**config.mk**
```make
export PLATFORM = sky130hd
export DESIGN_NAME = bayer_video_src
export DESIGN_NICKNAME = d
export VERILOG_FILES = /design/src/rtl/bayer_video_src.sv
export SDC_FILE = /design/constraint.sdc
export NUM_CORES = 1
export LEC_CHECK = 0
export ABC_CLOCK_PERIOD_IN_PS = 5300
export CAP_MARGIN = 20
export CELL_PAD_IN_SITES_DETAIL_PLACEMENT = 1
export CELL_PAD_IN_SITES_GLOBAL_PLACEMENT = 1
export CORE_UTILIZATION = 30
export DETAILED_ROUTE_END_ITERATION = 10
export HOLD_SLACK_MARGIN = 0.08
export PLACE_DENSITY = 0.58
export SETUP_SLACK_MARGIN = 0.15
export SLEW_MARGIN = 20
export SYNTH_ARGS = -nofsm -noshare
export SYNTH_HDL_FRONTEND = slang
export SYNTH_SLANG_ARGS = --single-unit
```
**constraint.sdc**
```tcl
create_clock -name clk -period 5.3 [get_ports clk]
set_input_delay 0.53 -clock clk [delete_from_list [all_inputs] [get_ports clk]]
set_output_delay 0.53 -clock clk [all_outputs]
set_load 0.02 [all_outputs]
```
**src/rtl/bayer_video_src.sv**
```systemverilog
// Raster frame source for the demosaic pipeline.
// Generates VGA-style sync/enable timing, fetches raw Bayer pixels from an
// external synchronous memory in raster order, and presents them on a video
// port with hsync, vsync and de aligned to the pixel data.
//
// Pipeline (all timing signals travel down the same number of stages):
//   stage 0 : raster counters, combinational decode of sync/active windows
//   stage 1 : registered read strobe + address, sync delayed one clk
//   stage 2 : memory returns data; sync/active delayed a second clk
//   stage 3 : registered video outputs
//   stage 4 : frame_done pulse and completed-frame counter
module bayer_video_src #(
  parameter int   H_DISP   = 440,
  parameter int   V_DISP   = 400,
  parameter int   H_SYNC   = 4,
  parameter int   H_BACK   = 4,
  parameter int   H_FRONT  = 4,
  parameter int   V_SYNC   = 2,
  parameter int   V_BACK   = 2,
  parameter int   V_FRONT  = 2,
  parameter logic SYNC_POL = 1'b0,
  parameter int   ADDR_W   = 18,
  parameter int   DATA_W   = 8
) (
  input  logic              clk,
  input  logic              rst,
  input  logic              en,
  output logic              mem_rd,
  output logic [ADDR_W-1:0] mem_addr,
  input  logic [DATA_W-1:0] mem_data,
  output logic              vid_hsync,
  output logic              vid_vsync,
  output logic              vid_de,
  output logic [DATA_W-1:0] vid_data,
  output logic              frame_done,
  output logic [15:0]       frame_cnt
);

  // Raster geometry. Segment order on both axes: sync, back porch, active,
  // front porch.
  localparam int H_TOTAL = H_SYNC + H_BACK + H_DISP + H_FRONT;
  localparam int V_TOTAL = V_SYNC + V_BACK + V_DISP + V_FRONT;
  localparam int H_ACT_S = H_SYNC + H_BACK;
  localparam int H_ACT_E = H_ACT_S + H_DISP;
  localparam int V_ACT_S = V_SYNC + V_BACK;
  localparam int V_ACT_E = V_ACT_S + V_DISP;
  localparam int N_PIX   = H_DISP * V_DISP;

  // Counter widths wide enough to hold H_TOTAL / V_TOTAL themselves, so the
  // window bounds below never truncate.
  localparam int HW = $clog2(H_TOTAL + 1);
  localparam int VW = $clog2(V_TOTAL + 1);

  localparam logic [HW-1:0]     H_LAST   = HW'(H_TOTAL - 1);
  localparam logic [VW-1:0]     V_LAST   = VW'(V_TOTAL - 1);
  localparam logic [HW-1:0]     H_SYNC_E = HW'(H_SYNC);
  localparam logic [VW-1:0]     V_SYNC_E = VW'(V_SYNC);
  localparam logic [HW-1:0]     H_ACT_LO = HW'(H_ACT_S);
  localparam logic [HW-1:0]     H_ACT_HI = HW'(H_ACT_E);
  localparam logic [VW-1:0]     V_ACT_LO = VW'(V_ACT_S);
  localparam logic [VW-1:0]     V_ACT_HI = VW'(V_ACT_E);
  localparam logic [ADDR_W-1:0] PIX_LAST = ADDR_W'(N_PIX - 1);

  typedef enum logic [0:0] {
    IDLE = 1'b0,
    RUN  = 1'b1
  } state_t;

  state_t state_q, state_d;

  logic [HW-1:0]     h_cnt;
  logic [VW-1:0]     v_cnt;
  logic [ADDR_W-1:0] rd_idx;

  // Stage 0 decode.
  logic running;
  logic h_last, v_last, frame_wrap;
  logic act0, sync_h0, sync_v0, last0;

  // Delayed copies of the timing flags. act1 is mem_rd itself.
  logic sync_h1, sync_v1, last1;
  logic act2, sync_h2, sync_v2, last2;
  logic last3;

  // ---------------------------------------------------------------------------
  // FSM state register.
  // NOTE: sequential state is updated with non-blocking assignments so every
  // register samples pre-edge values regardless of block evaluation order.
  always_ff @(posedge clk or posedge rst) begin
    if (rst) state_q <= IDLE;
    else     state_q <= state_d;
  end

  // Next-state logic: start on en from IDLE, re-sample en only at frame wrap.
  // NOTE: state_d gets a default before the case so no path leaves it
  // unassigned, which would otherwise infer a latch.
  always_comb begin
    state_d = state_q;
    unique case (state_q)
      IDLE:    if (en) state_d = RUN;
      RUN:     if (frame_wrap && !en) state_d = IDLE;
      default: state_d = IDLE;
    endcase
  end

  // Raster position flags.
  always_comb begin
    running    = (state_q == RUN);
    h_last     = (h_cnt == H_LAST);
    v_last     = (v_cnt == V_LAST);
    frame_wrap = running && h_last && v_last;
  end

  // ---------------------------------------------------------------------------
  // Horizontal/vertical raster counters; held at (0,0) outside RUN so a
  // restart always begins at the top-left of the frame.
  always_ff @(posedge clk or posedge rst) begin
    if (rst) begin
      h_cnt <= '0;
      v_cnt <= '0;
    end else if (running) begin
      if (h_last) begin
        h_cnt <= '0;
        v_cnt <= v_last ? '0 : v_cnt + 1'b1;
      end else begin
        h_cnt <= h_cnt + 1'b1;
      end
    end else begin
      h_cnt <= '0;
      v_cnt <= '0;
    end
  end

  // Stage 0: decode sync and active windows from the counters.
  always_comb begin
    sync_h0 = running && (h_cnt < H_SYNC_E);
    sync_v0 = running && (v_cnt < V_SYNC_E);
    act0    = running
              && (h_cnt >= H_ACT_LO) && (h_cnt < H_ACT_HI)
              && (v_cnt >= V_ACT_LO) && (v_cnt < V_ACT_HI);
    last0   = act0 && (rd_idx == PIX_LAST);
  end

  // ---------------------------------------------------------------------------
  // Stage 1: issue the memory read. rd_idx is the running pixel index; it
  // returns to 0 after the last pixel so every frame starts at address 0.
  always_ff @(posedge clk or posedge rst) begin
    if (rst) begin
      mem_rd   <= 1'b0;
      mem_addr <= '0;
      rd_idx   <= '0;
      sync_h1  <= 1'b0;
      sync_v1  <= 1'b0;
      last1    <= 1'b0;
    end else begin
      mem_rd   <= act0;
      mem_addr <= act0 ? rd_idx : '0;
      if (act0) rd_idx <= last0 ? '0 : rd_idx + 1'b1;
      sync_h1  <= sync_h0;
      sync_v1  <= sync_v0;
      last1    <= last0;
    end
  end

  // Stage 2: memory data becomes valid; delay the timing flags to match.
  always_ff @(posedge clk or posedge rst) begin
    if (rst) begin
      act2    <= 1'b0;
      sync_h2 <= 1'b0;
      sync_v2 <= 1'b0;
      last2   <= 1'b0;
    end else begin
      act2    <= mem_rd;
      sync_h2 <= sync_h1;
      sync_v2 <= sync_v1;
      last2   <= last1;
    end
  end

  // Stage 3: register the video outputs; data is forced to 0 outside de and
  // syncs are mapped onto the configured polarity.
  always_ff @(posedge clk or posedge rst) begin
    if (rst) begin
      vid_de    <= 1'b0;
      vid_data  <= '0;
      vid_hsync <= ~SYNC_POL;
      vid_vsync <= ~SYNC_POL;
      last3     <= 1'b0;
    end else begin
      vid_de    <= act2;
      vid_data  <= act2 ? mem_data : '0;
      vid_hsync <= sync_h2 ~^ SYNC_POL;
      vid_vsync <= sync_v2 ~^ SYNC_POL;
      last3     <= last2;
    end
  end

  // Stage 4: end-of-frame pulse and completed-frame count (wraps naturally).
  always_ff @(posedge clk or posedge rst) begin
    if (rst) begin
      frame_done <= 1'b0;
      frame_cnt  <= '0;
    end else begin
      frame_done <= last3;
      if (last3) frame_cnt <= frame_cnt + 16'd1;
    end
  end

endmodule

```
==> results of run 1 <==
## area by class of cell
class	count	area (µm²)	area share
Sequential cell	92	2305	0.4773
Multi-Input combinational cell	232	1380	0.2858
Timing Repair Buffer	59	585.6	0.1213
Clock buffer	9	225.2	0.04664
Tap cell	168	210.2	0.04353
Clock inverter	7	76.32	0.01581
Inverter	12	46.29	0.009588
## cell usage after synthesis (all sizes together), types with 5 or more instances
library cell and instances:
xnor2 16, and2 22, nand3 27, o31ai 7
nor3 7, o21ai 28, nor2 30, ha 5
nand4 9, nand2 28, a21oi 9, dfrtp 90
or3 6, inv 12, xor2 10
## per-stage QoR
stage | instance area, µm² | utilization | instances
5_1_grt | 4828 | 0.3987 | 579
3_3_place_gp | 4527 | 0.3738 | 563
4_1_cts | 4828 | 0.3987 | 579
6_report | 4828 | 0.3987 | 579
3_5_place_dp | 4527 | 0.3738 | 563
2_1_floorplan | 3767 | - | 343
## state kept, by name (all words and copies together) (netlist names), 8 cells and up
register / cells
v_cnt: 9
mem_addr: 18
vid_data: 8
frame_cnt: 16
rd_idx: 18
h_cnt: 9
## metal layers
metal,global-route usage,vias up,share of wire
li1,-,1303,-
met5,0,-,0
met3,0.03759,9,0.041
met4,0.05974,0,0.018
met1,0.1990,1319,0.51
met2,0.2073,62,0.43
## worst max-delay path, cell delays in order, from the launching register on
cell and delay, ns:
dfrtp_1 0.46, o21ai_1 0.15, a21oi_1 0.08, or4_4 0.70
inv_2 0.29, nand2_1 0.16, o41ai_1 0.31
## final timing paths
kind,endpoint,slack (ns)
max,rd_idx[7],3.03
min,sync_v2,0.35
max reg2reg,rd_idx[7],3.03
min reg2reg,sync_v2,0.35
max in group asynchronous,rd_idx[9],3.58
min in group asynchronous,vid_data[6],0.66
## cell families (layout without fill, tap and decap cells)
kind of cell    Yosys count  count (layout)  synth area share
simple gates            148             148            0.2056
flops                    92              92            0.6118
compound gates           52              52           0.08070
xor+xnor                 26              26           0.06044
buf+inv                  19              87           0.02192
fa+ha+maj                 5               5           0.01661
mux                       1               1          0.002989
## power by group through the flow
stage               combinational, mW  sequential, mW  clock, mW
floorplan                      0.0103           0.715          0
global placement               0.0229           0.715          0
detailed placement             0.0229           0.715          0
CTS                            0.0230           0.702      0.673
global route                   0.0250           0.701      0.704
finish                         0.0214           0.702      0.647
## cell usage in the layout (no fill, tap or decap), types with 4 or more instances in the layout
cell type and count:
a21oi_1 9, and2_1 22, and3_1 4, clkbuf_16 9, clkdlybuf4s50_1 57, dfrtp_1 90, ha_1 5, inv_1 10
nand2_1 28, nand3_1 27, nand4_1 9, nor2_1 30, nor3_1 6, o21ai_0 23, o21ai_1 5, o31ai_1 6
or3_1 6, xnor2_1 16, xor2_1 10
==> out/qor.yml, run 1 <==
grt_max_degree: 50
status: "finished, final reports clean"
grt.overflow.total: 0
p_int_mw: 1.077
drv_cap: 0
combPwrFrac: 0.016
rows: 40
clockBufferDepth: 2
place_ws_ns: 3.019
avgSynthCellArea_um2: 10.98
cts.sinks: 92
antenna_found_initial: 0
cts_setup_buffers: 0
fin_crit_ns: 2.267
ant_nets: 0
dp_hpwl_um: 5727
setup_viol: 0
dr_total_vias: 2693
htreeDepth: 3
die_width_um: 114.1
setup_tns_ns: 0
setup.worst_path.end_class: "flip-flop"
synthArstFlopShare: 1.000
worstPathMaxFanout: 30
gp_congestion: 0.7589
peakVddDrop_mv: 0.1283
avgViaCountPerCell: 4.651
synth-edff-count: 0
holdBufCountCts: 0
synthToLayoutAreaGrowth_pct: 28.16
die_h_um: 114.1
startpoint: "v_cnt[2]"
cts-root-buf: "clkbuf_16"
worstSetupPathType: "reg2reg"
power.switching_uw: 293.9
r2r_start: "v_cnt[2]"
post_cts_resized: 0
finalPower_mw: 1.371
worstPathRequired_ns: 5.53
first_pass_iters: 4
io_buffers: 57
worst_setup_path_start_kind: "flip-flop"
cts.clk_slew.worst_paths_ns: 0.07
finalCritPeriodShare: 0.4277
cts-buffers-inserted: 9
synthTopCellsByArea: "dfrtp_1 (60%), xnor2_1 (3.7%), and2_1 (3.7%), nand3_1 (3.6%), o21ai_0 (3.1%)"
skew_ns: 0.008312
die_area_mm2: 0.01301
ios: 58
yosysUniqueCellTypes: 41
hold_start: "sync_v1"
critPathArrivalTime_ns: 2.50
wl_per_cell_um: 14.32
seqPwrFrac: 0.512
cts_tree: "yes"
core_mm2: 0.01211
syn_inst: 343
post-route-drc-count: 0
wirelength_um: 8291
gr-usage-all-layers: 0.1419
fillCellCount: 1361
drtIter0Drc: 131
hold_depth: 0
grt_pass1_wl_um: 14290
ys_seq_area_frac: 0.6118
hold_slack_ns: 0.3527
synth.top_cell.area_share: 0.5978
synth-seq-cells: 92
ys_warn_count: 0
fin_nets: 422
synth_top_area_cell: "dfrtp_1"
p_sw_frac: 0.2144
ys.flop_type: "dfrtp_1"
p_leak_nw: 2.062
antenna_cells: 0
finalMaxSlewViolations: 0
syn_area_mm2: 0.003767
postLayoutSetupSlackWorst_ns: 3.033
first_global_vias: 2823
hold_violations: 0
syn-num-nets: 359
rsz0062_at_grt: "no"
slew_headroom: 0.4376
tightest_slew_ns: 0.8427
clock_latency_ns: 0.34
reg2reg_depth: 6
hold_path_class: "reg2reg"
drive_above_1_share: 0.06569
powerDensity_mw_per_mm2: 283.9
pwr-share-clk: 0.472
max_freq_mhz: 441.1
initial_core_util: 0.3111
(Power assumes the default switching activity.)
==> run 2, diff against run 1 <==
--- a/config.mk
+++ b/config.mk
@@ -5,14 +5,14 @@
 export SDC_FILE = /design/constraint.sdc
 export NUM_CORES = 1
 export LEC_CHECK = 0
-export ABC_CLOCK_PERIOD_IN_PS = 5300
+export ABC_CLOCK_PERIOD_IN_PS = 1900
 export CAP_MARGIN = 20
 export CELL_PAD_IN_SITES_DETAIL_PLACEMENT = 1
 export CELL_PAD_IN_SITES_GLOBAL_PLACEMENT = 1
 export CORE_UTILIZATION = 30
 export DETAILED_ROUTE_END_ITERATION = 10
 export HOLD_SLACK_MARGIN = 0.08
-export PLACE_DENSITY = 0.58
+export PLACE_DENSITY = 0.6
 export SETUP_SLACK_MARGIN = 0.15
 export SLEW_MARGIN = 20
 export SYNTH_ARGS = -nofsm -noshare
==> constraint.sdc (replaced) <==
create_clock -name clk -period 1.9 [get_ports clk]
set_input_delay 0.19 -clock clk [delete_from_list [all_inputs] [get_ports clk]]
set_output_delay 0.19 -clock clk [all_outputs]
set_load 0.02 [all_outputs]
==> out/qor.yml, run 2 (synthesized netlist as in run 1, its figures left out) <==
die_area_mm2: 0.01301  # unchanged
setup_tns_ns: -0.1923  # -0.1923 ns
cts-root-buf: "clkbuf_16"
mostFrequentLayoutCells: "dfrtp_1 (89), clkdlybuf4s50_1 (57), buf_4 (51)"
post-place-cells: 598  # +6.2%
fin_crit_ns: 1.985  # -0.2819 ns
status: "complete, but fails checks"
tightest_slew_ns: 0.4999  # -0.3428 ns
avgViaCountPerCell: 4.674  # +0.48%
p_leak_nw: 2.394  # +16%
wirelength_um: 9087  # +9.6%
reg.largest.list: "mem_addr: 18 flops, rd_idx: 18 flops, frame_cnt: 16 flops"
cp_top_family: "simple AND/OR/NAND/NOR gates"
final_cells: 634  # +9.5%
cts.clk_slew.worst_paths_ns: 0.07  # about the same
die_width_um: 114.1  # unchanged
violations: "setup timing"
dr_total_vias: 2963  # +10%
cts.sinks: 92  # unchanged
setup.worst_path.end_class: "flip-flop"
skew_ns: 0.006554  # -0.001758 ns
first_global_vias: 3106  # +10%
post-route-drc-count: 0  # unchanged
drv_cap: 0  # unchanged
rows: 40  # unchanged
reg2reg_depth: 6  # unchanged
drive_above_1_share: 0.2189  # +0.1532
gp_congestion: 0.7643  # +0.71%
htreeDepth: 3  # unchanged
core_mm2: 0.01211  # unchanged
hold_path_class: "in2async"
final_common_cell: "dfrtp_1"
grt_pass1_wl_um: 14900  # +4.3%
worstPathMaxFanout: 13  # -57%
grt.overflow.total: 0  # unchanged
holdBufCountCts: 0  # unchanged
pwr-share-clk: 0.473  # about the same
fin_nets: 478  # +13%
combPwrFrac: 0.017  # about the same
postLayoutSetupSlackWorst_ns: -0.08513  # -3.118 ns
dp_hpwl_um: 6032  # +5.3%
wl_per_cell_um: 14.33  # about the same
rsz0062_at_grt: "yes"
setup_viol: 6  # +6
grt_max_degree: 93  # +86%
cts-buffers-inserted: 9  # unchanged
synthToLayoutAreaGrowth_pct: 43.37
place_ws_ns: -0.04750  # -3.067 ns
antenna_cells: 0  # unchanged
crit_buf_inv: 1  # unchanged
slew_headroom: 0.6667  # +0.2292
first_pass_iters: 4  # unchanged
finalCritPeriodShare: 1.045  # +0.6171
r2r_end: "rd_idx[9]"
ff2ff_setup_slack_ns: -0.09  # -3.12 ns
worstPathRequired_ns: 2.17  # -3.36 ns
worst_setup_path_start_kind: "flip-flop"
critPathArrivalTime_ns: 2.25  # -0.25 ns
hold_violations: 0  # unchanged
finalMaxSlewViolations: 0  # unchanged
p_int_mw: 3.063  # +180%
peakVddDrop_mv: 0.4365  # +240%
clockBufferDepth: 2  # unchanged
gr-usage-all-layers: 0.1463  # +0.004354
r2r_start: "v_cnt[2]"
initial_core_util: 0.3111  # unchanged
io_buffers: 57  # unchanged
cp_slowest_cell: "or4_4"
worstSetupPathType: "reg2reg"
power.switching_uw: 776.1  # +160%
antenna_found_initial: 0  # unchanged
die_h_um: 114.1  # unchanged
p_sw_frac: 0.2021  # -0.01228
max_freq_mhz: 503.7  # +14%
ios: 58  # unchanged
powerDensity_mw_per_mm2: 710.8  # +150%
max_stage_delay_ns: 0.61  # -0.09 ns
seqPwrFrac: 0.510  # -0.002
drtIter0Drc: 106  # -19%
path_cells: "o21ai_1, a21oi_1, or4_4, buf_12, or3_1, o21ai_1"
crit_top_cell: "o21ai_1"
ant_nets: 0  # unchanged
cts_tree: "yes"
clock_latency_ns: 0.34  # about the same
[run 2: what timing repair did]
item / in CTS / in global routing
gates cloned: 0 / 1
gates resized for setup: 18 / 24
setup endpoints to repair: 36 / 39
pin swaps: 6 / 14
buffers inserted: 4 / 16
[run 2: power groups by stage]
stage	combinational, mW	sequential [mW]	clock [mW]
final	0.0639	1.96	1.82
after global routing	0.0740	1.96	1.95
after CTS	0.0681	1.96	1.87
after detailed placement	0.0678	2.00	0
after global placement	0.0678	2.00	0
after floorplan	0.0292	2.00	0
[run 2: final cells by class]
cell class                 count  area (µm²)
fill                        1357        6710
sequential                    92        2306
multi-input combinational    232        1479
timing repair buffer         115        1054
clock buffer                  11       252.7
tap                          168       210.2
inverter                      12       51.30
clock inverter                 4       48.80
[run 2: how the worst max path moves through the flow]
stage,from,to,cells past startpoint
2_1_floorplan,v_cnt[2],rd_idx[15],7
3_3_place_gp,v_cnt[2],rd_idx[7],6
3_5_place_dp,v_cnt[2],rd_idx[7],6
4_1_cts,v_cnt[2],rd_idx[9],6
5_1_grt,v_cnt[2],rd_idx[9],6
6_report,v_cnt[2],rd_idx[9],6
[run 2: tightest hold or removal path, cell delays in order]
cell and delay, ns:
clkdlybuf4s50_1 0.44, clkinvlp_4 0.09, buf_12 0.38
[run 2: routing by layer]
| metal | GRT usage | share of wire |
|---|---|---|
| met3 | 0.03600 | 0.035 |
| met5 | 0 | 0 |
| met4 | 0.05195 | 0.014 |
| met2 | 0.2331 | 0.47 |
| met1 | 0.1941 | 0.48 |
[run 2: metrics by stage]
stage	instance area (µm²)	total power [mW]	hold WS, ns	utilization
global placement	4811	2.063	0.3317	0.3972
CTS	5204	3.892	0.3514	0.4296
global route	5401	3.982	0.3592	0.4460
finish	5401	3.839	0.3366	0.4460
detailed placement	4811	2.063	0.3362	0.3972
floorplan	3780	2.025	0.3027	-
==> run 3, diff against run 2 <==
--- a/config.mk
+++ b/config.mk
@@ -5,14 +5,15 @@
 export SDC_FILE = /design/constraint.sdc
 export NUM_CORES = 1
 export LEC_CHECK = 0
-export ABC_CLOCK_PERIOD_IN_PS = 1900
+export ABC_AREA = 0
+export ABC_CLOCK_PERIOD_IN_PS = 2500
 export CAP_MARGIN = 20
 export CELL_PAD_IN_SITES_DETAIL_PLACEMENT = 1
 export CELL_PAD_IN_SITES_GLOBAL_PLACEMENT = 1
 export CORE_UTILIZATION = 30
 export DETAILED_ROUTE_END_ITERATION = 10
 export HOLD_SLACK_MARGIN = 0.08
-export PLACE_DENSITY = 0.6
+export PLACE_DENSITY = 0.58
 export SETUP_SLACK_MARGIN = 0.15
 export SLEW_MARGIN = 20
 export SYNTH_ARGS = -nofsm -noshare
==> constraint.sdc (replaced) <==
create_clock -name clk -period 2.5 [get_ports clk]
set_input_delay 0.25 -clock clk [delete_from_list [all_inputs] [get_ports clk]]
set_output_delay 0.25 -clock clk [all_outputs]
set_load 0.02 [all_outputs]
==> out/qor.yml, run 3 (synthesized netlist as in run 1, its figures left out) <==
p_leak_nw: 2.086  # -13%
wirelength_met1_um: 4154  # -5.4%
dp_hpwl_um: 6088  # +0.93%
ff2ff_setup_slack_ns: 0.37  # +0.45 ns
clock_latency_ns: 0.34  # about the same
first_pass_iters: 4  # unchanged
gr-usage-all-layers: 0.1426  # -0.003729
antenna_found_initial: 0  # unchanged
cts.sinks: 92  # unchanged
io_buffers: 57  # unchanged
cts-buffers-inserted: 9  # unchanged
reg2reg_depth: 6  # unchanged
fin_nets: 429  # -10%
critPathArrivalTime_ns: 2.36  # +0.11 ns
routed.top_layer: "met4"
worstPathMaxFanout: 19  # +6
die_area_mm2: 0.01301  # unchanged
hold_violations: 0  # unchanged
fillCellCount: 1348  # -0.66%
antenna_cells: 0  # unchanged
grt.overflow.total: 0  # unchanged
cts.clk_slew.worst_paths_ns: 0.07  # about the same
rsz0062_at_grt: "no"
gp_congestion: 0.7530  # -1.5%
tightest_slew_ns: 0.4543  # -0.04562 ns
ant_nets: 0  # unchanged
finalCritPeriodShare: 0.8523  # -0.1925
setup_tns_ns: 0  # +0.1923 ns
setup_viol: 0  # -6
rows: 40  # unchanged
grt_pass1_wl_um: 14300  # -4.0%
cts_tree: "yes"
hold_path_class: "in2async"
hold_slack_ns: 0.2471  # -0.08947 ns
drive_above_1_share: 0.08134  # -0.1375
powerDensity_mw_per_mm2: 571.4  # -20%
holdBufCountCts: 0  # unchanged
first_global_vias: 2824  # -9.1%
post_cts_resized: 0  # -18
drtIter0Drc: 79  # -25%
wl_per_cell_um: 14.53  # +1.4%
dr_total_vias: 2710  # -8.5%
skew_ns: 0.006356  # -0.0001978 ns
core_mm2: 0.01211  # unchanged
post-route-drc-count: 0  # unchanged
worstPathRequired_ns: 2.73  # +0.56 ns
seqCellArea_mm2: 0.002305  # about the same
mostFrequentLayoutCells: "dfrtp_1 (90), clkdlybuf4s50_1 (57), nor2_1 (30)"
max_freq_mhz: 469.3  # -6.8%
multi_input_area_mm2: 0.001380  # -6.7%
reg.largest.list: "mem_addr: 18 flops, rd_idx: 18 flops, frame_cnt: 16 flops"
fin_crit_ns: 2.131  # +0.1456 ns
synthToLayoutAreaGrowth_pct: 29.09
initial_core_util: 0.3111  # unchanged
finalMaxSlewViolations: 0  # unchanged
clockBufferDepth: 2  # unchanged
die_width_um: 114.1  # unchanged
die_h_um: 114.1  # unchanged
drv_cap: 0  # unchanged
htreeDepth: 3  # unchanged
avgViaCountPerCell: 4.625  # -1.0%
wirelength_um: 8515  # -6.3%
wl_met3_um: 298  # -6.0%
final_common_cell: "dfrtp_1"
status: "finished, final reports clean"
worstSetupPathType: "reg2reg"
cts-root-buf: "clkbuf_16"
worst_setup_path_start_kind: "flip-flop"
peakVddDrop_mv: 0.2731  # -37%
ios: 58  # unchanged
cts_setup_buffers: 0  # -4
r2r_start: "v_cnt[2]"
setup.worst_path.end_class: "flip-flop"
grt_max_degree: 56  # -40%
wl_met2_um: 3918  # -7.9%
r2r_end: "rd_idx[7]"
slew_headroom: 0.6944  # +0.02762
==> run 3: final cells by class <==
class / count / share of cell area
Clock buffer: 9 / 0.04631
Multi-Input combinational cell: 232 / 0.2838
Tap cell: 168 / 0.04322
Clock inverter: 7 / 0.009004
Sequential cell: 92 / 0.4739
Inverter: 12 / 0.01003
Timing Repair Buffer: 66 / 0.1338
==> run 3: per-stage QoR <==
stage,std cells,area (µm²),util,setup WS (ns),total power [mW]
after floorplan,343,3771,-,0.7073,1.539
after global placement,570,4594,0.3793,0.4527,1.569
after detailed placement,570,4594,0.3793,0.3679,1.569
after CTS,586,4863,0.4016,0.3502,2.832
after global routing,586,4863,0.4016,0.2240,2.894
final,586,4863,0.4016,0.3692,2.779
==> run 3: worst max-delay path by stage <==
stage                  start   endpoint  slack (ns)  cells after the start
floorplan           v_cnt[2]  rd_idx[7]        0.71                      7
global placement    v_cnt[5]   v_cnt[1]        0.45                      5
detailed placement  v_cnt[2]  rd_idx[7]        0.37                      6
CTS                 v_cnt[2]  rd_idx[7]        0.35                      6
global route        v_cnt[2]  rd_idx[7]        0.22                      6
finish              v_cnt[2]  rd_idx[7]        0.37                      6
==> run 3: critical path: stages (launching register included) <==
cell,delay [ns]
dfrtp_1,0.45
o21ai_1,0.15
a21oi_1,0.08
or4_4,0.57
inv_2,0.26
nand2_1,0.18
o41ai_1,0.33
==> run 3: routing by layer <==
layer | vias to the layer above | GRT usage
met5 | - | 0
met4 | 0 | 0.06234
met3 | 9 | 0.03176
met2 | 54 | 0.2226
met1 | 1328 | 0.1905
li1 | 1319 | -
==> run 3: power breakdown <==
group          internal, mW  switching, mW
Clock                 0.668          0.573
Sequential             1.49              0
Combinational        0.0182         0.0311
Total                  2.17          0.605
